<file path="config.mk">
export PLATFORM = sky130hd
export DESIGN_NAME = edvs_cmd_sequencer
export DESIGN_NICKNAME = d
export VERILOG_FILES = /design/src/rtl/edvs_cmd_pkg.sv /design/src/rtl/edvs_cmd_rom.sv /design/src/rtl/edvs_cmd_sequencer.sv
export SDC_FILE = /design/constraint.sdc
export NUM_CORES = 1
export LEC_CHECK = 0
export ABC_AREA = 1
export CORE_MARGIN = 10
export CORE_UTILIZATION = 50
export DETAILED_ROUTE_END_ITERATION = 16
export GPL_ROUTABILITY_DRIVEN = 0
export PLACE_DENSITY = 0.69
export RECOVER_POWER = 100
export SYNTH_ARGS = -nofsm -noshare
export SYNTH_HDL_FRONTEND = slang
export SYNTH_SLANG_ARGS = --single-unit
</file>
<file path="constraint.sdc">
create_clock -name clk -period 2.2 [get_ports clk]
set_input_delay 0.22 -clock clk [delete_from_list [all_inputs] [get_ports clk]]
set_output_delay 0.22 -clock clk [all_outputs]
set_load 0.1 [all_outputs]
</file>
<file path="src/rtl/edvs_cmd_pkg.sv">
// edvs_cmd_pkg: shared types and constants for the eDVS command sequencer.
//   state_t   - sequencer FSM states
//   cmd_id_t  - command identifiers, numbered in priority order (0 = highest)
//   BYTE_*    - ASCII bytes used by the camera commands
//   LEN_*     - command lengths in bytes
//   CNT_*     - shared timeout/gap counter width and constants
package edvs_cmd_pkg;

  typedef enum logic [2:0] {
    IDLE      = 3'd0,
    ISSUE     = 3'd1,
    WAIT_ACK  = 3'd2,
    WAIT_DONE = 3'd3,
    GAP       = 3'd4,
    ERR       = 3'd5
  } state_t;

  // Encoding doubles as the bit position in the pending register.
  typedef enum logic [1:0] {
    CMD_STOP  = 2'd0,
    CMD_RESET = 2'd1,
    CMD_START = 2'd2
  } cmd_id_t;

  localparam logic [7:0] BYTE_E     = 8'h45;  // 'E'
  localparam logic [7:0] BYTE_PLUS  = 8'h2B;  // '+'
  localparam logic [7:0] BYTE_MINUS = 8'h2D;  // '-'
  localparam logic [7:0] BYTE_R     = 8'h52;  // 'R'
  localparam logic [7:0] BYTE_LF    = 8'h0A;  // '\n'

  localparam logic [1:0] LEN_START = 2'd3;
  localparam logic [1:0] LEN_STOP  = 2'd3;
  localparam logic [1:0] LEN_RESET = 2'd2;

  localparam int unsigned CNT_W = 17;
  localparam logic [CNT_W-1:0] CNT_ZERO = 17'd0;
  localparam logic [CNT_W-1:0] CNT_ONE  = 17'd1;
  localparam logic [CNT_W-1:0] CNT_MAX  = 17'h1FFFF;

  // Saturating increment: the counter sticks at all-ones instead of wrapping.
  function automatic logic [CNT_W-1:0] cnt_sat_inc(input logic [CNT_W-1:0] c);
    return (c == CNT_MAX) ? c : (c + CNT_ONE);
  endfunction

endpackage

</file>
<file path="src/rtl/edvs_cmd_rom.sv">
// edvs_cmd_rom: combinational command byte table.
//   cmd  (in)  - command id
//   idx  (in)  - byte index within the command
//   data (out) - byte to transmit
//   last (out) - high when idx addresses the final byte of the command
// Out-of-range indices return 0x00 flagged as last so a stray index can
// never extend a command.
module edvs_cmd_rom
  import edvs_cmd_pkg::*;
(
  input  cmd_id_t    cmd,
  input  logic [1:0] idx,
  output logic [7:0] data,
  output logic       last
);

  // Byte lookup and last-byte flag per command
  always_comb begin
    data = 8'h00;
    last = 1'b1;
    case (cmd)
      CMD_START: begin
        last = (idx >= (LEN_START - 2'd1));
        case (idx)
          2'd0:    data = BYTE_E;
          2'd1:    data = BYTE_PLUS;
          2'd2:    data = BYTE_LF;
          default: data = 8'h00;
        endcase
      end
      CMD_STOP: begin
        last = (idx >= (LEN_STOP - 2'd1));
        case (idx)
          2'd0:    data = BYTE_E;
          2'd1:    data = BYTE_MINUS;
          2'd2:    data = BYTE_LF;
          default: data = 8'h00;
        endcase
      end
      CMD_RESET: begin
        last = (idx >= (LEN_RESET - 2'd1));
        case (idx)
          2'd0:    data = BYTE_R;
          2'd1:    data = BYTE_LF;
          default: data = 8'h00;
        endcase
      end
      default: begin
        data = 8'h00;
        last = 1'b1;
      end
    endcase
  end

endmodule

</file>
<file path="src/rtl/edvs_cmd_sequencer.sv">
// edvs_cmd_sequencer: serialises eDVS ASCII commands onto the shared UART
// transmitter one byte at a time via the wr_en/tx_busy handshake.
//   clk        (in)  - 50 MHz system clock
//   reset      (in)  - synchronous, active-high
//   start_req  (in)  - pulse, queue "E+\n"
//   stop_req   (in)  - pulse, queue "E-\n"
//   rst_req    (in)  - pulse, queue "R\n"
//   tx_busy    (in)  - transmitter busy
//   tx_data    (out) - byte presented to the transmitter, held until next issue
//   tx_wr_en   (out) - one-cycle write strobe
//   cmd_busy   (out) - high whenever the FSM is not idle
//   cmd_done   (out) - pulse when a command's last byte has completed
//   cmd_err    (out) - pulse when a handshake timed out
//   streaming  (out) - camera has been told to stream
module edvs_cmd_sequencer
  import edvs_cmd_pkg::*;
#(
  parameter int unsigned GAP_CYCLES     = 5000,
  parameter int unsigned TIMEOUT_CYCLES = 50000,
  parameter bit          INIT_STOP      = 1'b1
) (
  input  logic       clk,
  input  logic       reset,
  input  logic       start_req,
  input  logic       stop_req,
  input  logic       rst_req,
  input  logic       tx_busy,
  output logic [7:0] tx_data,
  output logic       tx_wr_en,
  output logic       cmd_busy,
  output logic       cmd_done,
  output logic       cmd_err,
  output logic       streaming
);

  // Thresholds are one/two short of the nominal counts because the counter is
  // cleared on entry and the decision is registered: the cmd_err pulse lands
  // exactly TIMEOUT_CYCLES after the write strobe, and IDLE is reached exactly
  // GAP_CYCLES after the cmd_done/cmd_err pulse.
  localparam logic [CNT_W-1:0] TO_LAST  = CNT_W'(TIMEOUT_CYCLES - 32'd2);
  localparam logic [CNT_W-1:0] GAP_LAST = CNT_W'(GAP_CYCLES - 32'd1);

  state_t           state_r;
  cmd_id_t          cmd_r;
  logic [1:0]       idx_r;
  logic             last_r;
  logic [CNT_W-1:0] cnt_r;
  logic [2:0]       pending_r;

  logic [2:0]       req_s;
  logic [2:0]       clear_s;
  cmd_id_t          pick_s;
  logic             launch_s;
  cmd_id_t          rom_cmd_s;
  logic [1:0]       rom_idx_s;
  logic [7:0]       rom_byte_s;
  logic             rom_last_s;

  assign req_s    = {start_req, rst_req, stop_req};
  assign launch_s = (state_r == IDLE) && (|pending_r) && !tx_busy;

  // Fixed priority STOP > RESET > START over the pending bits
  always_comb begin
    if (pending_r[0]) begin
      pick_s = CMD_STOP;
    end else if (pending_r[1]) begin
      pick_s = CMD_RESET;
    end else if (pending_r[2]) begin
      pick_s = CMD_START;
    end else begin
      pick_s = CMD_STOP;
    end
  end

  // Pending bit to drop in the cycle its command leaves IDLE
  always_comb begin
    clear_s = 3'b000;
    if (launch_s) begin
      case (pick_s)
        CMD_STOP:  clear_s = 3'b001;
        CMD_RESET: clear_s = 3'b010;
        CMD_START: clear_s = 3'b100;
        default:   clear_s = 3'b000;
      endcase
    end else begin
      clear_s = 3'b000;
    end
  end

  // ROM address: first byte of the selected command while idle, otherwise the
  // byte after the one in flight (loaded when the current byte completes)
  always_comb begin
    if (state_r == IDLE) begin
      rom_cmd_s = pick_s;
      rom_idx_s = 2'd0;
    end else begin
      rom_cmd_s = cmd_r;
      rom_idx_s = idx_r + 2'd1;
    end
  end

  edvs_cmd_rom u_rom (
    .cmd  (rom_cmd_s),
    .idx  (rom_idx_s),
    .data (rom_byte_s),
    .last (rom_last_s)
  );

  // Pending register; a request in the clearing cycle re-arms its bit
  always_ff @(posedge clk) begin
    if (reset) begin
      pending_r <= {2'b00, INIT_STOP};
    end else begin
      pending_r <= (pending_r & ~clear_s) | req_s;
    end
  end

  // Sequencer FSM with registered outputs and shared saturating counter
  always_ff @(posedge clk) begin
    if (reset) begin
      state_r   <= IDLE;
      cmd_r     <= CMD_STOP;
      idx_r     <= 2'd0;
      last_r    <= 1'b0;
      cnt_r     <= CNT_ZERO;
      tx_data   <= 8'h00;
      tx_wr_en  <= 1'b0;
      cmd_busy  <= 1'b0;
      cmd_done  <= 1'b0;
      cmd_err   <= 1'b0;
      streaming <= 1'b0;
    end else begin
      tx_wr_en <= 1'b0;
      cmd_done <= 1'b0;
      cmd_err  <= 1'b0;
      case (state_r)
        IDLE: begin
          if (launch_s) begin
            cmd_r    <= pick_s;
            idx_r    <= 2'd0;
            tx_data  <= rom_byte_s;
            last_r   <= rom_last_s;
            tx_wr_en <= 1'b1;
            cmd_busy <= 1'b1;
            state_r  <= ISSUE;
          end
        end
        ISSUE: begin
          cnt_r   <= CNT_ZERO;
          state_r <= WAIT_ACK;
        end
        WAIT_ACK: begin
          if (tx_busy) begin
            cnt_r   <= CNT_ZERO;
            state_r <= WAIT_DONE;
          end else if (cnt_r >= TO_LAST) begin
            cmd_err <= 1'b1;
            state_r <= ERR;
          end else begin
            cnt_r <= cnt_sat_inc(cnt_r);
          end
        end
        WAIT_DONE: begin
          if (!tx_busy) begin
            if (last_r) begin
              cmd_done  <= 1'b1;
              streaming <= (cmd_r == CMD_START);
              cnt_r     <= CNT_ZERO;
              state_r   <= GAP;
            end else begin
              idx_r    <= idx_r + 2'd1;
              tx_data  <= rom_byte_s;
              last_r   <= rom_last_s;
              tx_wr_en <= 1'b1;
              state_r  <= ISSUE;
            end
          end else if (cnt_r >= TO_LAST) begin
            cmd_err <= 1'b1;
            state_r <= ERR;
          end else begin
            cnt_r <= cnt_sat_inc(cnt_r);
          end
        end
        GAP: begin
          if (cnt_r >= GAP_LAST) begin
            cmd_busy <= 1'b0;
            state_r  <= IDLE;
          end else begin
            cnt_r <= cnt_sat_inc(cnt_r);
          end
        end
        ERR: begin
          // The ERR cycle itself is the first gap cycle.
          cnt_r   <= CNT_ONE;
          state_r <= GAP;
        end
        default: begin
          cmd_busy <= 1'b0;
          state_r  <= IDLE;
        end
      endcase
    end
  end

endmodule

</file>
Word-level counts from Yosys, hierarchy flattened

Cells that the tools add are included.

Bits in registers: 41
Output and inout bits: 13

Mux-type cells: 50
Magnitude comparators: 4
Eq/ne operators: 19
Add/sub/neg operators: 2
Bitwise gates (word level): 6
Reductions and logical operators: 20

Operators with widths:

| kind                    | count |
|---|---|
| $mux W17                | 6 |
| $pmux W17 S5            | 1 |
| $pmux W7 S3             | 2 |
| $mux W8                 | 3 |
| $pmux W8 S3             | 1 |
| $mux W3                 | 7 |
| $pmux W3 S6             | 1 |
| $add A17 B1 Y17 const B | 1 |
| $eq A17 B17 Y1 const B  | 1 |
| $ge A17 B13 Y1 const B  | 1 |
| $ge A17 B16 Y1 const B  | 1 |
| $mux W2                 | 8 |
| $pmux W8 S2             | 1 |
| $pmux W7 S2             | 1 |
| $mux W1                 | 12 |
| $reduce_and A3 Y1       | 4 |
| $ne A2 B2 Y1 const B    | 5 |
| $pmux W3 S3             | 1 |
| $eq A2 B2 Y1 const B    | 4 |
| $pmux W1 S2             | 4 |
| $eq A2 B1 Y1 const B    | 3 |
| $eq A3 B2 Y1 const B    | 2 |
| $eq A3 B3 Y1 const B    | 2 |
| $logic_not A2 Y1        | 3 |
| 21 further kinds        | 26 |

Longest topological paths before layout

Gate-level depths: netlist of the first run.

Depth in word-level cells: 10
Gate-level depth with buffers: 14
Gate-level depth less buffers: 14

Modules after synthesis

Synthesis of the first run repeated with hierarchy kept, for this count alone.

Cells, all modules: 431
Area total of the unflattened synthesis: 2762.6 um2

Modules (own cells, without submodules):

| module             | seq. area each (um2) | area an instance (um2) | cells an instance | instances |
|---|---|---|---|---|
| edvs_cmd_sequencer | 820.8                | 2557.5                 | 396               | 1 |
| edvs_cmd_rom       | 0.0                  | 205.2                  | 35                | 1 |

Worst setup path after synthesis of the first run

OpenSTA, ideal clock, no wires.

Path kind: flip-flop to flip-flop
From: reg state_r[0]
To: reg tx_data[1]
Data arrival time: 1.509 ns
Required time: 2.125 ns
Period minus slack after synthesis: 1.584 ns
Path slack: 0.616 ns
Cell stages (with the launch flop): 10
Path buffers: 0
Cells stage by stage: dfxtp_1 > nor2_2 > nand2_2 > inv_2 > nor2_1 > inv_1 > ha_1 > nor3_1 > a31oi_1 > a31oi_1

Longest elaborated chain between the ends: 8

Ends and longest elaborated chain:

| item                                       | line                                                                          | text |
|---|---|---|
| start: declaration                         | edvs_cmd_sequencer.sv:43                                                      | `state_t state_r;` |
| start signal: assignment                   | edvs_cmd_sequencer.sv:121                                                     | `state_r <= IDLE;` |
| start signal: assignment                   | edvs_cmd_sequencer.sv:145                                                     | `state_r <= ISSUE;` |
| start signal: assignment                   | edvs_cmd_sequencer.sv:150                                                     | `state_r <= WAIT_ACK;` |
| $logic_not A3 Y1                           | edvs_cmd_sequencer.sv:60, edvs_cmd_sequencer.sv:93, edvs_cmd_sequencer.sv:136 |  |
| $mux W2                                    | edvs_cmd_sequencer.sv:93                                                      | `if (state_r == IDLE) begin` |
| $eq A2 B2 Y1, or another cell as far along | edvs_cmd_rom.sv:24, edvs_cmd_rom.sv:33                                        |  |
| $pmux W7 S3, or another cell as far along  | edvs_cmd_rom.sv:33                                                            | `case (idx)` |
| $pmux W8 S3                                | edvs_cmd_rom.sv:21                                                            | `case (cmd)` |
| $mux W8                                    | edvs_cmd_sequencer.sv:165                                                     | `if (last_r) begin` |
| $mux W8                                    | edvs_cmd_sequencer.sv:164                                                     | `if (!tx_busy) begin` |
| $pmux W8 S2                                | edvs_cmd_sequencer.sv:136                                                     | `case (state_r)` |
| end signal: assignment                     | edvs_cmd_sequencer.sv:141                                                     | `tx_data <= rom_byte_s;` |
| end signal: assignment                     | edvs_cmd_sequencer.sv:172                                                     | `tx_data <= rom_byte_s;` |
| end: declaration                           | edvs_cmd_sequencer.sv:28                                                      | `output logic [7:0] tx_data,` |

Parallel ways exist; a longest one is shown, timed or not. The select of a mux whose other input is x is not followed.
A chain may end at the register's enable or synchronous reset.

Final worst setup path of the first run

From: reg state_r[0]
To: reg tx_data[3]

The elaborated chain is that of the path after synthesis.

==> key figures, run 1 <==
Route
  – Vias/cell: approximately 5
  – DR DRC count: 0
  – DRT antenna net count: 0
  – Vias post-DR: 2,540
  – Final wirelength: 6350 microns
  – WL/cell: 12.7 microns
  – DR iter-0 viols: 158
  – Initial DRT Pass Iterations: 6

STA
  – Final period util: 89.4%
  – Skew final: approximately 0.0084 ns
  – Highest clock rate: slightly above 500 MHz
  – Fin crit period: roughly 2.0 ns
  – Relative slew slack: between 20% and 30%
  – Slew @ Worst Pin: between 1 and 1.5 ns
  – Final setup vio count: 0
  – Final Hold Fails: 0
  – Final WS setup: between 0.2 and 0.25 ns
  – Setup tns final: 0 ns
  – Min Hold Slack: 0.471 ns
  – RSZ-0062 raised after global routing: no
  – Max Slew Vio Count: 0

Min path
  – Hold path cells: 2
  – HP Class: reg2reg

Finish
  – Final Core Density: roughly 56%
  – Nets: 441
  – Share of layout cells above drive strength 1: roughly 14%
  – # diodes: 0
  – Finished Cell Area: 2900 sq um
  – P&R area growth vs syn: 7.21%
  – Final cell count without fillers: ~500

GRT
  – Vias in the first global route: 2,414
  – Largest net degree at the start of global routing: 19
  – Initial antenna violation count: 0
  – First-pass GRT wire length: roughly 11,000 microns
  – Remaining global-route overflow: 0
  – GRT Resource Usage Total: between 10% and 20%

CTS
  – H-tree depth: 2
  – Clk pin slew, worst setup/hold paths: around 0.080 ns
  – Max clock buf depth: 2
  – CTS tree: yes
  – # hold bufs at CTS: 0
  – Clock sinks: 40
  – Root Driver: clkbuf_8
  – Clock Latency Late Sink: just under 0.3 ns
  – CTS buffer count: 5
  – Post-CTS Setup Inserts: 0
  – Post-cts resize count: 0

Critical path
  – Cells on worst reg2reg path: 10
  – Crit path max-delay cell type: dfxtp_1
  – Worst Path Required: around 2.4 ns
  – CP Capture Type: flop
  – Critical path, cell by cell: nor2_1, nand2_2, inv_1, nand2_1, inv_1, o31ai_2, nand2_4, o21ai_0, a21oi_1, nor2_1
  – CP peak stage delay: approximately 0.4 ns
  – Crit path arrival time: 2.15 ns
  – Crit path launch type: flop
  – CP Class: reg2reg
  – CP Max Fanout: 18

Synthesis
  – Number of synthesized flops with an enable pin: 0
  – Most common cell in the netlist: nand2_1
  – Ys async rst share: 0%
  – Unique masters post-synth: 40
  – Synthesized net count: roughly 420
  – Sequential area share after synthesis: 29.6%
  – Top-area cell type share of the netlist area: between 20 and 30%
  – Average size of a mapped cell: 6.63 sq um
  – Synth Instances: about 400
  – Synth top cells by count: nand2_1, dfxtp_1, inv_1, nor2_1, a21oi_1
  – Synth Cell Area: ~2700 sq um
  – Synth area leaders: dfxtp_1, nand2_1, inv_1
  – Synth Register Bits: 40
  – Dominant synthesized flop cell: dfxtp_1
  – Synthesis Warnings: 0
  – Post-synthesis cell type with the largest combined area: dfxtp_1

Placed design
  – Placed Cells: roughly 500
  – DPL Wire Length: between 5000 and 6000 microns
  – DP Area: approximately 3000 sq um
  – Port Buffer Count: 17
  – Setup WS pre-CTS: approximately 0.36 ns

Die
  – Ports: 19
  – Die X: between 90 and 100 microns
  – Initial Util: a little over half
  – Die Height: between 90 and 100 microns
  – Die area: ~8800 sq um
  – Core ar.: between 5000 and 6000 sq um
  – # rows: 26

Pwr
  – Worst vdd ir: 1.10 mV
  – Total power: 2.83 mW
  – Leak: 1.22 nW
  – Power density over the cells: 974 nW/um^2

Flow run
  – Max Cap Viol: 0

Run status
  – Status: completed
-- power by group --
group / switching (mW) / internal (mW) / total [mW]
clock network: 0.253 / 0.215 / 0.468
logic: 1.14 / 0.313 / 1.45
registers: 0.0702 / 0.834 / 0.904
total: 1.46 / 1.36 / 2.83
-- layout make-up --
class,instances,area (sq um)
tap,70,87.6
sequential,40,801
clock buffer,5,68.8
clock inverter,2,12.5
inverter,58,224
multi-input combinational,303,1590
fill,531,2270
timing repair buffer,20,118
-- worst max-delay path, delay by kind of cell, from the launching register on --
kind                   cells  cell delay [ns]
AOI/OAI and AO/OA          3             0.46
buffers and inverters      2             0.29
DFF                        1             0.39
and+or+nand+nor            5             0.72
-- kinds of logic (layout without fill, tap and decap cells) --
group                    count (synthesis)  in the layout  share of synthesized area, %
XOR/XNOR                                 8              8                          2.59
AO/OA/AOI/OAI                           75             75                          16.7
AND/OR/NAND/NOR                        212            212                          38.0
adder cells (fa/ha/maj)                  7              7                          3.24
flip-flops                              40             40                          29.6
buffers and inverters                   65             85                          9.80
other                                    1              1                         0.139
-- state kept, by name (all words and copies together) (netlist names) --
signal / count
last_r: 1
pending_r: 3
cmd_done: 1
tx_data: 7
streaming: 1
tx_wr_en: 1
cnt_r: 17
cmd_err: 1
cmd_r: 2
idx_r: 2
state_r: 3
cmd_busy: 1
-- final timing paths --
check              from         end  slack (ns)
max          state_r[0]  tx_data[3]        0.23
min            cmd_r[0]    cmd_r[0]        0.47
max reg2reg  state_r[0]  tx_data[3]        0.23
min reg2reg    cmd_r[0]    cmd_r[0]        0.47
-- layout by cell type, fill, tap and decap left out, drive strengths merged --
master / instances
clkdlybuf4s50: 5
nor3: 12
nor2: 51
clkbuf: 17
a31oi: 3
dfxtp: 40
nand3: 16
xnor2: 1
inv: 54
o31ai: 1
o211ai: 2
o211a: 2
a211oi: 1
nand2: 130
a21boi: 1
a22oi: 1
clkinvlp: 1
o221ai: 1
nand4: 2
nand3b: 1
conb: 1
a21oi: 35
o21ai: 28
xor2: 7
clkinv: 5
ha: 7
buf: 3
-- layer usage --
metal / part of all wire [%] / GRT usage [%] / routed length (microns)
met4: 0.80 / 4.68 / 51
met2: 41 / 22.0 / 2630
met5: 0 / 0 / 0
met3: 6.3 / 2.80 / 397
met1: 51 / 21.9 / 3270
Power figures use the tool's default switching activity.
==> inputs of run 2 (changes only) <==
--- a/config.mk
+++ b/config.mk
@@ -6,6 +6,7 @@
 export NUM_CORES = 1
 export LEC_CHECK = 0
 export ABC_AREA = 1
+export CORE_ASPECT_RATIO = 0.8
 export CORE_MARGIN = 10
 export CORE_UTILIZATION = 50
 export DETAILED_ROUTE_END_ITERATION = 16
==> run 2 against run 1 <==
Count of clock-buffer cells in the layout up 1. Non-clock buffer count up 2. Core utilization up 1.2 points. Cell count decreased by 1.0%. Highest routed layer unchanged. Largest power group unchanged. Via count is 0.35% higher. Global-route usage up 0.45 points.
==> key figures, run 2 (synthesis gave the netlist of run 1 again) <==
Route
  – DRT antenna net count: 0
  – DR iter-0 viols: slightly below 200
  – Final wirelength: 6490 microns
  – WL/cell: ~13 microns
  – Initial DRT Pass Iterations: 4
  – Vias/cell: 5.17
  – Vias post-DR: between 2,000 and 3,000
  – DR DRC count: 0

Critical path
  – Worst Path Required: 2.43 ns
  – Buf/Inv on CP: 1
  – CP Max Fanout: 6
  – Crit path arrival time: 2.19 ns
  – Crit path launch type: flop
  – CP Capture Type: flop
  – Worst path top cell family by delay: simple AND/OR/NAND/NOR gates
  – CP peak stage delay: between 0.4 and 0.5 ns
  – CP Class: reg2reg
  – Most common cell type on the critical path: nand2_2
  – Critical path, cell by cell: ha_1, nand2_1, nor2_1, nand2_2, nor2_2, nand3_2, clkinv_2, nor3_1, a21oi_1, nand2_2, a21oi_2
  – Crit path max-delay cell type: dfxtp_1

CTS
  – CTS buffer count: 5
  – Post-CTS Setup Inserts: 0
  – Max clock buf depth: 2
  – Clk pin slew, worst setup/hold paths: roughly 0.08 ns
  – CTS tree: yes
  – H-tree depth: 2
  – Root Driver: clkbuf_8
  – Clock sinks: 40
  – # hold bufs at CTS: 0
  – Clock Latency Late Sink: 0.29 ns
  – Post-cts resize count: 0

GRT
  – First-pass GRT wire length: ~11,000 microns
  – GRT Resource Usage Total: 15.6%
  – Vias in the first global route: between 2,000 and 2,500
  – Largest net degree at the start of global routing: 19
  – Initial antenna violation count: 0
  – Remaining global-route overflow: 0

Finish
  – Largest Register: cnt_r
  – Top Registers: cnt_r (17), tx_data (7)
  – Finished Cell Area: 2940 sq um
  – Most common cell after layout, fill and taps aside: nand2_1
  – # fillers: between 500 and 600
  – # diodes: 0
  – Register area: 801 sq um
  – Nets: 443
  – Area occupied by multi-input gates: about 1600 sq um
  – Commonest cells after routing, fill and taps aside: nand2_1, inv_1, nor2_1
  – Share of layout cells above drive strength 1: between 10 and 15%
  – Final cell count without fillers: slightly below 500
  – Final Core Density: 57.3%
  – P&R area growth vs syn: 8.46%
  – Largest register FFs: 17

Die
  – Die X: slightly above 100 microns
  – Die Height: 85.8 microns
  – Ports: 19
  – Core ar.: between 5000 and 6000 sq um
  – Die area: between 8000 and 9000 sq um
  – Initial Util: a little over half
  – # rows: 23

STA
  – Skew final: between 0.008 and 0.009 ns
  – Relative slew slack: between 20% and 30%
  – Final setup vio count: 0
  – Max Slew Vio Count: 0
  – Fin crit period: about 2.0 ns
  – Final period util: 88.9%
  – Slew @ Worst Pin: around 1.2 ns
  – Highest clock rate: 511 MHz
  – Setup tns final: 0 ns
  – RSZ-0062 raised after global routing: no
  – Final Hold Fails: 0

Flow run
  – Max Cap Viol: 0

Placed design
  – DP Area: approximately 2900 sq um
  – Port Buffer Count: 17
  – Placed Cells: a little under 500
  – DPL Wire Length: between 5000 and 6000 microns

Pwr
  – Power density over the cells: just under 1000 nW/um^2
  – Leak: 1.27 nW
  – Worst vdd ir: 0.906 mV
  – Total power: 2.90 mW

Min path
  – HP Class: reg2reg

Run status
  – Status: completed
==> run 2: changes by cell type in the layout (fill, tap and decap cells not counted), sizes merged <==
cell / delta
inv: +2
clkinv: -1
clkbuf: +2
clkinvlp: -1
buf: +1
==> run 2: per-stage QoR <==
step,setup slack [ns],hold WS (ns)
final,0.244,0.474
after global routing,0.0287,0.503
after CTS,0.310,0.476
after detailed placement,0.336,0.462
after global placement,0.342,0.455
after floorplan,0.616,0.308
==> run 2: final cells by class <==
| cell class | count | share of cell area [%] |
|---|---|---|
| inverter | 58 | 7.59 |
| sequential | 40 | 27.3 |
| clock inverter | 2 | 0.469 |
| timing repair buffer | 22 | 4.39 |
| clock buffer | 6 | 2.81 |
| tap | 62 | 2.64 |
| multi-input combinational | 303 | 54.8 |
==> run 2: metal layers <==
layer,track usage [%],routed length (microns),vias up
met5,0,0,-
met4,4.22,90,0
met3,4.01,533,13
met2,20.7,2400,86
met1,23.6,3460,1118
li1,-,-,1332
==> run 2: final timing paths <==
check	slack (ns)	to	startpoint	cells after the start
worst min-delay path	0.47	streaming	streaming	2
worst max register to register	0.24	cnt_r[13]	cnt_r[0]	11
worst max-delay path	0.24	cnt_r[13]	cnt_r[0]	11
worst min register to register	0.47	streaming	streaming	2
==> run 2: worst reg2reg max path, cell delays in order (launching register included) <==
cell and delay [ns]:
dfxtp_1 0.44, ha_1 0.23, nand2_1 0.08, nor2_1 0.23, nand2_2 0.13, nor2_2 0.13
nand3_2 0.09, clkinv_2 0.10, nor3_1 0.05, a21oi_1 0.21, nand2_2 0.08, a21oi_2 0.11
==> run 2: where the power goes <==
group | switching [mW] | internal (mW) | total, mW | leakage, nW
registers | 0.0726 | 0.834 | 0.906 | 0.326
logic | 1.16 | 0.311 | 1.47 | 0.896
clock network | 0.269 | 0.257 | 0.525 | 0.0516
